## config.mk

```make
export PLATFORM = sky130hd
export DESIGN_NAME = prog_loader
export DESIGN_NICKNAME = d
export VERILOG_FILES = /design/src/rtl/prog_loader_pkg.sv /design/src/rtl/loader_timer.sv /design/src/rtl/prog_loader.sv
export SDC_FILE = /design/constraint.sdc
export NUM_CORES = 1
export LEC_CHECK = 0
export BUFFER_PORTS_ARGS = -buffer_cell sky130_fd_sc_hd__buf_2
export CAP_MARGIN = 20
export CELL_PAD_IN_SITES_DETAIL_PLACEMENT = 0
export CELL_PAD_IN_SITES_GLOBAL_PLACEMENT = 1
export CORE_MARGIN = 2
export CORE_UTILIZATION = 40
export CTS_CLUSTER_SIZE = 10
export DETAILED_ROUTE_END_ITERATION = 12
export GPL_ROUTABILITY_DRIVEN = 0
export GPL_TIMING_DRIVEN = 0
export PLACE_DENSITY_LB_ADDON = 0.1
export SLEW_MARGIN = 10
export SYNTH_ARGS = -nofsm -noshare
export SYNTH_HDL_FRONTEND = slang
export SYNTH_SLANG_ARGS = --single-unit
```

## constraint.sdc

```tcl
create_clock -name CLK -period 3.6 [get_ports CLK]
set_input_delay 0.72 -clock CLK [delete_from_list [all_inputs] [get_ports CLK]]
set_output_delay 0.72 -clock CLK [all_outputs]
set_load 0.03 [all_outputs]
```

## src/rtl/prog_loader_pkg.sv

```systemverilog
// Shared loader state encoding, frame sync byte, and core opcodes used when
// building test programs.
package prog_loader_pkg;

  typedef enum logic [2:0] {
    IDLE,
    LEN_HI,
    LEN_LO,
    DATA,
    WRITE,
    CSUM,
    OK,
    ERR
  } state_t;

  localparam logic [7:0] SYNC_BYTE = 8'hA5;

  localparam logic [31:0] OP_LED   = 32'h2000_0000;
  localparam logic [31:0] OP_SLEEP = 32'h1000_0000;
  localparam logic [31:0] OP_JUMP0 = 32'h3000_0000;

  function automatic logic [31:0] op_led(input logic [3:0] pattern);
    return OP_LED | {28'd0, pattern};
  endfunction

endpackage

```

## src/rtl/loader_timer.sv

```systemverilog
// Inter-byte idle timer: counts up while enabled and flags expiry once it
// reaches TIMEOUT. It holds at TIMEOUT until cleared.
module loader_timer #(
  parameter int unsigned TIMEOUT = 160000
) (
  input  logic CLK,
  input  logic RST,
  input  logic clear,
  input  logic enable,
  output logic expired
);

  localparam int unsigned W = $clog2(TIMEOUT + 1);

  logic [W-1:0] cnt;

  always_ff @(posedge CLK or posedge RST) begin
    if (RST)                      cnt <= '0;
    else if (clear)               cnt <= '0;
    else if (enable && !expired)  cnt <= cnt + 1'b1;
  end

  assign expired = (cnt == W'(TIMEOUT));

endmodule

```

## src/rtl/prog_loader.sv

```systemverilog
// Instruction-RAM writer: parses framed byte stream, writes big-endian words
// from address 0, holds the core while loading and flags frame accept/reject.
//
//   state  | meaning
//   IDLE   | discard bytes until SYNC
//   LEN_HI | waiting for length high byte
//   LEN_LO | waiting for length low byte, range-check LEN
//   DATA   | collecting 4 bytes of the current word
//   WRITE  | one-cycle RAM write, rx stalled
//   CSUM   | waiting for checksum byte
//   OK     | one-cycle accept pulse, release core
//   ERR    | one-cycle reject pulse, core stays held
module prog_loader
  import prog_loader_pkg::*;
#(
  parameter int unsigned ADDR_W  = 11,
  parameter int unsigned TIMEOUT = 160000,
  parameter logic [7:0]  SYNC    = SYNC_BYTE
) (
  input  logic              CLK,
  input  logic              RST,
  input  logic [7:0]        rx_data,
  input  logic              rx_valid,
  output logic              rx_ready,
  output logic              ram_we,
  output logic [ADDR_W-1:0] ram_addr,
  output logic [31:0]       ram_wdata,
  output logic              cpu_hold,
  output logic              load_done,
  output logic              load_error,
  output logic [ADDR_W:0]   words_loaded
);

  localparam int unsigned MAX_LEN = 2 ** ADDR_W;

  state_t          state, state_nx;
  logic [15:0]     len;
  logic [7:0]      chk;
  logic [ADDR_W:0] wr_cnt;
  logic [31:0]     word;
  logic [1:0]      byte_idx;

  logic            rx_fire;
  logic            expired;
  logic [15:0]     len_in;
  logic [7:0]      chk_in;
  logic [ADDR_W:0] wr_nxt;

  assign rx_ready = (state != WRITE) && (state != OK) && (state != ERR);
  assign rx_fire  = rx_valid && rx_ready;
  assign len_in   = {len[15:8], rx_data};
  assign chk_in   = chk + rx_data;
  assign wr_nxt   = wr_cnt + 1'b1;

  assign ram_we     = (state == WRITE);
  assign ram_addr   = wr_cnt[ADDR_W-1:0];
  assign ram_wdata  = word;
  assign load_done  = (state == OK);
  assign load_error = (state == ERR);

  loader_timer #(.TIMEOUT(TIMEOUT)) u_timer (
    .CLK     (CLK),
    .RST     (RST),
    .clear   (rx_fire || (state == IDLE)),
    .enable  (state != IDLE),
    .expired (expired)
  );

  always_ff @(posedge CLK or posedge RST) begin
    if (RST) state <= IDLE;
    else     state <= state_nx;
  end

  always_comb begin
    state_nx = state;
    case (state)
      IDLE:   if (rx_fire && rx_data == SYNC) state_nx = LEN_HI;
      LEN_HI: if (rx_fire) state_nx = LEN_LO;
              else if (expired) state_nx = ERR;
      LEN_LO: if (rx_fire) begin
                if (32'(len_in) > MAX_LEN) state_nx = ERR;
                else if (len_in == 16'd0)  state_nx = CSUM;
                else                       state_nx = DATA;
              end else if (expired) state_nx = ERR;
      DATA:   if (rx_fire) begin
                if (byte_idx == 2'd3) state_nx = WRITE;
              end else if (expired) state_nx = ERR;
      WRITE:  state_nx = (16'(wr_nxt) == len) ? CSUM : DATA;
      CSUM:   if (rx_fire) state_nx = (chk_in == 8'd0) ? OK : ERR;
              else if (expired) state_nx = ERR;
      OK:     state_nx = IDLE;
      ERR:    state_nx = IDLE;
      default: state_nx = IDLE;
    endcase
  end

  // Datapath; cpu_hold and words_loaded update on the transition into OK so
  // they are already valid while load_done pulses.
  always_ff @(posedge CLK or posedge RST) begin
    if (RST) begin
      len          <= '0;
      chk          <= '0;
      wr_cnt       <= '0;
      word         <= '0;
      byte_idx     <= '0;
      cpu_hold     <= 1'b0;
      words_loaded <= '0;
    end else begin
      case (state)
        IDLE: if (rx_fire && rx_data == SYNC) begin
          chk      <= '0;
          wr_cnt   <= '0;
          cpu_hold <= 1'b1;
        end
        LEN_HI: if (rx_fire) begin
          len[15:8] <= rx_data;
          chk       <= chk_in;
        end
        LEN_LO: if (rx_fire) begin
          len      <= len_in;
          chk      <= chk_in;
          byte_idx <= '0;
        end
        DATA: if (rx_fire) begin
          word     <= {word[23:0], rx_data};
          chk      <= chk_in;
          byte_idx <= byte_idx + 1'b1;
        end
        WRITE: wr_cnt <= wr_nxt;
        CSUM: if (rx_fire) begin
          chk <= chk_in;
          if (chk_in == 8'd0) begin
            words_loaded <= len[ADDR_W:0];
            cpu_hold     <= 1'b0;
          end
        end
        default: ;
      endcase
    end
  end

endmodule

```

Word level (Yosys, flattened, before mapping)
Index checks and enable logic that the tools add are counted.
{"block": "classes", "n_lt_le_gt_ge": 1, "muxes": 28, "bitwise": 1, "n_addsub": 4, "reduce_logical": 27, "n_eq_ne": 21}
{"operator": "$mux W18", "count": 2}
{"operator": "$pmux W8 S2", "count": 2}
{"operator": "$mux W3", "count": 10}
{"operator": "$mux W8", "count": 3}
{"operator": "$pmux W12 S2", "count": 1}
{"operator": "$pmux W3 S7", "count": 1}
{"operator": "$add A18 B1 Y18 const B", "count": 1}
{"operator": "$eq A18 B18 Y1 const B", "count": 1}
{"operator": "$eq A12 B16 Y1", "count": 1}
{"operator": "$gt A16 B12 Y1 const B", "count": 1}
{"operator": "$logic_not A16 Y1", "count": 1}
{"operator": "$add A12 B1 Y12 const B", "count": 1}
{"operator": "$eq A3 B3 Y1 const B", "count": 4}
{"operator": "$mux W12", "count": 1}
{"operator": "$ne A3 B3 Y1 const B", "count": 4}
{"operator": "$reduce_and A3 Y1", "count": 4}
{"operator": "$reduce_bool A2 Y1", "count": 5}
{"operator": "$add A8 B8 Y8", "count": 1}
{"operator": "$eq A8 B8 Y1 const B", "count": 1}
{"operator": "$logic_not A8 Y1", "count": 1}
{"operator": "$ne A2 B2 Y1 const B", "count": 4}
{"operator": "$reduce_and A2 Y1", "count": 4}
{"operator": "$eq A3 B2 Y1 const B", "count": 2}
{"operator": "$logic_and A1 B1 Y1", "count": 5}
{"operator": "16 further kinds", "count": 21}
{"block": "totals", "regBits": 104, "output_inout_bits": 60, "elab_cells": 92, "input_bits": 11}

Longest topological paths before layout
Gate-level depths: netlist of run 1.
{"block": "logic_depth", "depth_word": 7, "mapped_depth": 9, "depth_no_buf": 8}

Hierarchy
A second synthesis of run 1 with hierarchy kept.
{"block": "unflattened", "cells_unflattened": 496, "hier_area_um2": 5397.7}
{"module": "prog_loader", "area_each_um2": 4340.4, "seq_area_each_um2": 2152.1, "cells_each": 382, "n_inst": 1}
{"module": "loader_timer", "area_each_um2": 1057.3, "seq_area_each_um2": 450.4, "cells_each": 114, "n_inst": 1}

Least setup slack after synthesis of run 1
Ideal clock, no wire load.
{"block": "synth_path", "path_type": "input to register", "startpoint": "input port rx_data[0]", "endpoint": "register words_loaded[11]", "n_path_buf": 1, "arrival_time_ns": 2.860, "stages": 7, "path_slack_ns": 0.615, "t_required_ns": 3.475, "setup_time_ns": 0.125, "cell_sequence": "ha_1 > fa_1 > or4_4 > nor4_4 > nand4_2 > buf_6 > mux2_4"}
{"block": "synth_between", "elab_chain_cells": 3}
{"item": "from (decl)", "line_no": "prog_loader.sv:22", "source": "input logic [7:0] rx_data,"}
{"item": "$add A8 B8 Y8", "line_no": "prog_loader.sv:52", "source": "assign chk_in = chk + rx_data;"}
{"item": "$logic_not A8 Y1", "line_no": "prog_loader.sv:132", "source": "if (chk_in == 8'd0) begin"}
{"item": "$reduce_and A3 Y1 (no line)"}
{"item": "to (signal assigned)", "line_no": "prog_loader.sv:133", "source": "words_loaded <= len[ADDR_W:0];"}
{"item": "to (decl)", "line_no": "prog_loader.sv:31", "source": "output logic [ADDR_W:0] words_loaded"}
Every way passes these cells.
A chain may end at the register's enable or synchronous reset.

Worst setup path in the final report of run 1
{"block": "layout_path", "startpoint": "input port rx_data[0]", "endpoint": "register words_loaded[4]"}
Same word-level chain as after synthesis.

==> results of run 1 <==
==> synthesized netlist by cell type (all sizes together), types with 3 or more instances <==
library cell and count:
inv 8, and3 6, clkbuf 12, nor4 5, and4 4, mux2 60
a21oi 7, dfrtp 104, a22o 8, and2 5, o21ai 24, xnor2 22
nand2 27, ha 11, buf 15, nand2b 5, nor2 37, nand3 14
nor3 10, or4 3, nand4 14, o31ai 7, xor2 19
==> final timing paths <==
check / start / end / slack (ps) / depth (start not counted)
worst max-delay path: rx_data[0] / words_loaded[4] / 580 / 9
worst min-delay path: RST / u_timer.cnt[5] / 330 / 2
worst max register to register: chk[0] / words_loaded[4] / 760 / 8
worst min register to register: byte_idx[1] / byte_idx[1] / 500 / 2
max in group asynchronous: RST / words_loaded[2] / 2600 / 3
min in group CLK: byte_idx[1] / byte_idx[1] / 500 / 2
==> worst register-to-register path: stages, from the launching register on <==
cell and delay (ps):
dfrtp_1 380, ha_1 210, fa_1 410, xor2_1 190
or4_4 440, nor4_4 330, nand4_2 240, buf_6 230
mux2_4 300
==> layer usage <==
metal | vias to the layer above | routed length, um | share of wire | GRT usage
li1 | 1803 | - | - | -
met1 | 1823 | 5660 | 0.48 | 0.250
met2 | 59 | 5550 | 0.47 | 0.282
met3 | 17 | 451 | 0.038 | 0.0512
met4 | 0 | 201 | 0.017 | 0.0513
met5 | - | 0 | 0 | 0
==> state kept, by name (all words and copies together), names as in the netlist <==
signal	cells
wr_cnt	12
byte_idx	2
chk	8
ram_wdata	32
state	3
len	16
u_timer.cnt	18
cpu_hold	1
words_loaded	12
==> through the flow <==
step | setup TNS [ps] | hold WS, ps | util
2_1_floorplan | 0 | 454 | -
6_report | 0 | 329 | 0.481
5_1_grt | 0 | 337 | 0.481
3_3_place_gp | -124290 | 473 | 0.456
3_5_place_dp | 0 | 485 | 0.458
4_1_cts | 0 | 329 | 0.481
==> power by group <==
part / switching, uW / internal [uW]
combinational: 1440 / 1020
clock: 466 / 498
sequential: 365 / 1570
==> cell type report <==
class | instances | area, um2
multi-input combinational | 318 | 2440
timing repair buffer | 70 | 373
clock inverter | 6 | 50.0
tap | 172 | 215
fill | 1249 | 6600
clock buffer | 10 | 239
sequential | 104 | 2600
buffer | 27 | 161
inverter | 9 | 41.3
==> layout by cell type (no fill, tap or decap), types with 6 or more instances in the layout <==
cell type  synthesis  layout
dfrtp_1          104     104
buf_2              0      69
mux2_2            51      51
nor2_1            37      37
nand2_1           27      27
o21ai_0           22      22
xnor2_1           22      22
xor2_1            19      19
nand3_1           14      14
nand4_1           13      13
clkbuf_1          12      12
buf_4             12      12
ha_1              11      11
nor3_1            10      10
mux2_4             9       9
clkbuf_16          0       9
a22o_1             8       8
a21oi_1            7       7
o31ai_1            7       7
inv_1              7       6
and3_1             6       6
==> logic make-up after synthesis <==
group,count (synthesis),synth area share
multiplexers,61,0.137
AND/OR/NAND/NOR,139,0.143
AO/OA/AOI/OAI,65,0.0867
buffers and inverters,36,0.0377
adder cells (fa/ha/maj),12,0.0301
flip-flops,104,0.497
XOR/XNOR,41,0.0686
==> flow_metrics.tcl, run 1 <==
set metrics [dict create \
    cts_max_path_buffers 2 \
    grt_overflow 0 \
    timing.final.ws_setup_ps 582 \
    post-place-ws_ps 188 \
    status "completed" \
    place_area_um2 5830 \
    cts_tree "built" \
    cts_buffers 9 \
    crit_family "simple AND/OR/NAND/NOR gates" \
    syn_area_um2 5240 \
    nets 562 \
    antenna_left 0 \
    start_kind "input pin" \
    ys_top_cells_by_area "dfrtp_1, mux2_2, xnor2_1" \
    min_period_over_period 0.838 \
    grt_pass1_vias 3736 \
    synth_nets 481 \
    grtUsageTotal 0.182 \
    final_max_slew_viol_count 0 \
    dr.first_iter.drc_count 253 \
    antenna_cells 0 \
    power_density_nw_per_um2 876 \
    dieArea_um2 14000 \
    period_needed_ps 3020 \
    ys_ff_latch 104 \
    synth_top_area_cell "dfrtp_1" \
    required_ps 3830 \
    fin_total_pwr_uw 5360 \
    die_y_um 118 \
    port_buffers 69 \
    slew-limit-headroom 0.486 \
    ir_drop_v 0.000469 \
    viasPerCell 5.17 \
    setup_viol 0 \
    clk_pin_slew_worst_paths_ps 70 \
    fmax_mhz 331 \
    cts.sinks 104 \
    crit_slowest_cell "or4_4" \
    vias 3702 \
    worstSkewPairLatency_ps 350 \
    avgSynthCellArea_um2 11.4 \
    postCtsHoldBufs 0 \
    core_area_um2 12700 \
    firstDrtPassIters 4 \
    worst_pin_slew_ps 771 \
    syn_inst 458 \
    placementRows 41 \
    cp.buffers_inverters 2 \
    hold_class "input pin to async pin" \
    yosys.area.top_type_share 0.497 \
    cp-end-kind "register" \
    clock_skew_ps 7.88 \
    ys.flop_type "dfrtp_1" \
    post_cts_resized 0 \
    hold_viol_final 0 \
    antenna_found_initial 0 \
    crit_type "input pin to register" \
    ys_types 58 \
    cp_max_fo 10 \
    stdcell_count 716 \
    syn_to_final_growth_pct 16.8 \
    hpwl_mm 8.51 \
    seq_area_frac_synth 0.497 \
    start_util 0.412 \
    yosys_warnings 0 \
    rsz0062_at_grt "false" \
    path_cells "buf_2 -> ha_1 -> fa_1 -> xor2_1 -> or4_4 -> nor4_4 -> nand4_2 -> buf_6 -> mux2_4" \
    h-tree-depth 3 \
    drive_above_1_share 0.309 \
    cp_slowest_stage_delay_ps 440 \
    drc 0 \
    numPlacedInstances 700 \
    routed_wl_mm 11.9 \
    wl_per_cell_um 16.6 \
    cts_root_buf "clkbuf_16" \
    grt_start_max_net_pins 77 \
    synth-async-reset-ratio 1.00 \
    grt_pass1_wl_mm 20.1 \
    chipWidth_um 118 \
    ioPinCount 71 \
    cts_setup_buffers 0 \
    synth-edff-count 0 \
    final_cell_area_um2 6120 \
    cap_violations 0 \
    power.leakage_uw 0.00283 \
    arrival_ps 3250 \
]
Power figures use the tool's default switching activity.
==> run 2: changes to the inputs <==
clock period = 2.48 ns   (was 3.6 ns; I/O delays follow)
==> flow_metrics.tcl, run 2 (same netlist as run 1, synthesis figures left out) <==
set metrics [dict create \
    cts.sinks 104 \
    fmax_mhz 382 \
    grt_overflow 0 \
    final_common_cell "dfrtp_1" \
    vias 3795 \
    arrival_ps 2860 \
    power.leakage_uw 0.00286 \
    cp.buffers_inverters 1 \
    cp_slowest_stage_delay_ps 430 \
    placementRows 41 \
    antenna_cells 0 \
    start_kind "register" \
    layout_common_cells "dfrtp_1, buf_2, mux2_2, nor2_1, nand2_1" \
    chipWidth_um 118 \
    routed_wl_mm 12.1 \
    grt_start_max_net_pins 37 \
    place_area_um2 5880 \
    dr.first_iter.drc_count 209 \
    wl_per_cell_um 16.8 \
    power_density_nw_per_um2 1260 \
    core_area_um2 12700 \
    clk_pin_slew_worst_paths_ps 70 \
    dieArea_um2 14000 \
    status "finished, violations left" \
    postCtsHoldBufs 0 \
    violations "negative setup slack" \
    utilization 0.490 \
    ff_latch_area_um2 2600 \
    final_max_slew_viol_count 0 \
    path_cells "ha_4 -> fa_2 -> xor2_2 -> or4_4 -> nor4_4 -> nand4_4 -> buf_6 -> mux2_4" \
    rsz0062_at_grt "true" \
    fill_cells 1230 \
    drc 0 \
    hold_viol_final 0 \
    largest_register_ffs 32 \
    cts_tree "built" \
    die_y_um 118 \
    grt_pass1_vias 3861 \
    timing.final.ws_setup_ps -141 \
    ioPinCount 71 \
    min_period_over_period 1.06 \
    drive_above_1_share 0.324 \
    period_needed_ps 2620 \
    grtUsageTotal 0.182 \
    start_util 0.412 \
    final_cell_area_um2 6230 \
    hpwl_mm 8.75 \
    numPlacedInstances 702 \
    stdcell_count 722 \
    crit_family "simple AND/OR/NAND/NOR gates" \
    antenna_found_initial 0 \
    port_buffers 69 \
    worst_pin_slew_ps 757 \
    fin_total_pwr_uw 7870 \
    ir_drop_v 0.000602 \
    clock_skew_ps 7.16 \
    required_ps 2710 \
    slew-limit-headroom 0.495 \
    worstSkewPairLatency_ps 350 \
    cts_max_path_buffers 2 \
    grt_pass1_wl_mm 20.2 \
    post-place-ws_ps -531 \
    cts_buffers 9 \
    hold_class "input pin to async pin" \
    crit_slowest_cell "or4_4" \
    cp-end-kind "register" \
    cts_root_buf "clkbuf_16" \
    crit_type "register to register" \
    cap_violations 0 \
    h-tree-depth 3 \
    syn_to_final_growth_pct 19.0 \
    cp_max_fo 10 \
    viasPerCell 5.26 \
    firstDrtPassIters 4 \
    setup_viol 14 \
    nets 568 \
    multi_input_area_um2 2480 \
    antenna_left 0 \
]
==> run 2: final timing paths <==
path	from	end	slack (ps)	cells past startpoint
setup / recovery	chk[0]	words_loaded[8]	-140	8
hold / removal	RST	ram_wdata[29]	170	2
setup reg to reg	chk[0]	words_loaded[8]	-140	8
hold reg to reg	byte_idx[1]	byte_idx[1]	490	2
max in group asynchronous	RST	words_loaded[3]	1600	4
min in group CLK	rx_data[6]	ram_wdata[6]	480	2
==> run 2: area by class of cell <==
type | instances | share of cell area
Buffer | 27 | 0.0259
Clock buffer | 11 | 0.0390
Clock inverter | 5 | 0.00703
Inverter | 9 | 0.00643
Multi-Input combinational cell | 318 | 0.398
Sequential cell | 104 | 0.418
Tap cell | 172 | 0.0345
Timing Repair Buffer | 76 | 0.0717
==> run 2: worst reg2reg max path, stage by stage, from the launching register on <==
cell	delay, ps
dfrtp_1	410
ha_4	180
fa_2	410
xor2_2	160
or4_4	430
nor4_4	240
nand4_4	170
buf_6	200
mux2_4	310
==> run 2: timing repair <==
item	CTS	global route
pin swaps	1	1
resized for setup	2	4
gates cloned	0	0
setup endpoints to repair	13	14
setup buffers	2	3
==> run 2: report_power, final <==
part	total (uW)	switching, uW	internal [uW]	leakage [uW]
combinational	3660	2120	1540	0.00138
sequential	2810	537	2280	0.00133
clock	1390	667	726	0.000142
total	7870	3330	4540	0.00286
==> run 2: per-stage QoR <==
stage / hold WS [ps] / setup TNS, ps
after detailed placement: 475 / -6270
after CTS: 171 / -1730
final: 172 / -1430
after floorplan: 454 / -653
after global routing: 195 / -2710
after global placement: 475 / -9420
==> run 2: routing by layer <==
| metal | vias to the layer above | routed length [um] | track usage |
|---|---|---|---|
| met1 | 1894 | 5540 | 0.241 |
| met2 | 69 | 5880 | 0.293 |
| met4 | 0 | 248 | 0.0610 |
| met3 | 21 | 448 | 0.0468 |
| met5 | - | 0 | 0 |
| li1 | 1811 | - | - |
==> run 3: changes to the inputs <==
CTS_BUF_LIST = sky130_fd_sc_hd__clkbuf_16   (was not set)
==> flow_metrics.tcl, run 3 (same netlist as run 1, synthesis figures left out) <==
set metrics [dict create \
    final_cell_area_um2 6220 \
    die_y_um 118 \
    routed_wl_mm 12.1 \
    antenna_found_initial 0 \
    grtUsageTotal 0.182 \
    hpwl_mm 8.75 \
    cp-end-kind "register" \
    fin_total_pwr_uw 7830 \
    cts_max_path_buffers 2 \
    grtUsageMet1 0.241 \
    violations "negative setup slack" \
    crit_family "simple AND/OR/NAND/NOR gates" \
    wl_per_cell_um 16.8 \
    period_needed_ps 2620 \
    vias 3797 \
    firstDrtPassIters 4 \
    chipWidth_um 118 \
    use_met3 0.0468 \
    largest_register_ffs 32 \
    drive_above_1_share 0.322 \
    slew-limit-headroom 0.495 \
    h-tree-depth 3 \
    timing.final.ws_setup_ps -141 \
    dieArea_um2 14000 \
    clock_skew_ps 7.15 \
    start_kind "register" \
    worst_pin_slew_ps 757 \
    cts_tree "built" \
    final_common_cell "dfrtp_1" \
    cp_slowest_stage_delay_ps 430 \
    clk_pin_slew_worst_paths_ps 70 \
    antenna_cells 0 \
    setup_viol 14 \
    cts_root_buf "clkbuf_16" \
    hold_class "input pin to async pin" \
    start_util 0.412 \
    top_usage_layer "met2" \
    ir_drop_v 0.000602 \
    antenna_left 0 \
    grt_overflow 0 \
    min_period_over_period 1.06 \
    use_met2 0.293 \
    nets 568 \
    cap_violations 0 \
    port_buffers 69 \
    required_ps 2710 \
    postCtsHoldBufs 0 \
    hold_viol_final 0 \
    drc 0 \
    rsz0062_at_grt "true" \
    power.leakage_uw 0.00286 \
    cts_buffers 9 \
    path_cells "ha_4 -> fa_2 -> xor2_2 -> or4_4 -> nor4_4 -> nand4_4 -> buf_6 -> mux2_4" \
    cp.buffers_inverters 1 \
    crit_type "register to register" \
    layout_common_cells "dfrtp_1, buf_2, mux2_2, nor2_1, nand2_1" \
    dr.first_iter.drc_count 209 \
    status "finished, violations left" \
    placementRows 41 \
    grt_pass1_wl_mm 20.2 \
    place_area_um2 5880 \
    power_density_nw_per_um2 1260 \
    worstSkewPairLatency_ps 350 \
    core_area_um2 12700 \
    syn_to_final_growth_pct 18.8 \
    grt_start_max_net_pins 37 \
    fmax_mhz 382 \
    cp_max_fo 10 \
    cts.sinks 104 \
    final_max_slew_viol_count 0 \
    viasPerCell 5.26 \
    ioPinCount 71 \
    arrival_ps 2860 \
    grt_pass1_vias 3861 \
    crit_slowest_cell "or4_4" \
]
[run 3: worst reg2reg max path, stage by stage, from the launching register on]
cell	delay (ps)
dfrtp_1	410
ha_4	180
fa_2	410
xor2_2	160
or4_4	430
nor4_4	240
nand4_4	170
buf_6	200
mux2_4	310
[run 3: worst paths after layout]
check	startpoint	end	slack (ps)	depth (start not counted)
worst max-delay path	chk[0]	words_loaded[8]	-140	8
worst min-delay path	RST	ram_wdata[29]	170	2
worst max register to register	chk[0]	words_loaded[8]	-140	8
worst min register to register	byte_idx[1]	byte_idx[1]	490	2
max in group asynchronous	RST	words_loaded[3]	1600	4
min in group CLK	rx_data[6]	ram_wdata[6]	480	2
[run 3: layout make-up]
class	count	area, um2
inverters	9	40.0
clock inverters	7	51.3
multi-input cells	318	2480
flip-flops and latches	104	2600
plain buffers	27	161
fillers	1231	6500
well taps	172	215
repair buffers	76	447
clock buffers	9	225
[run 3: power by group]
| group | switching [uW] | total (uW) | internal [uW] |
|---|---|---|---|
| sequential | 536 | 2810 | 2280 |
| combinational | 2120 | 3660 | 1540 |
| clock | 665 | 1360 | 691 |
| total | 3320 | 7830 | 4510 |
[run 3: layer usage]
| layer | share of wire | vias up | wire length (um) |
|---|---|---|---|
| li1 | - | 1812 | - |
| met1 | 0.46 | 1895 | 5530 |
| met2 | 0.49 | 69 | 5880 |
| met3 | 0.037 | 21 | 448 |
| met4 | 0.020 | 0 | 248 |
| met5 | 0 | - | 0 |
[run 3: what timing repair did]
action,in CTS,in global routing
buffers inserted,2,3
endpoints found under the setup margin,13,14
pin swaps,1,1
resized for setup,2,4
[run 3: stage by stage]
stage | util | worst slack [ps] | instances | setup TNS [ps] | hold WS, ps
after floorplan | - | -72.6 | 458 | -653 | 454
after global placement | 0.457 | -529 | 699 | -9420 | 475
after detailed placement | 0.463 | -531 | 702 | -6270 | 475
after CTS | 0.487 | -162 | 720 | -1730 | 171
after global routing | 0.489 | -237 | 722 | -2720 | 195
final | 0.489 | -141 | 722 | -1430 | 172
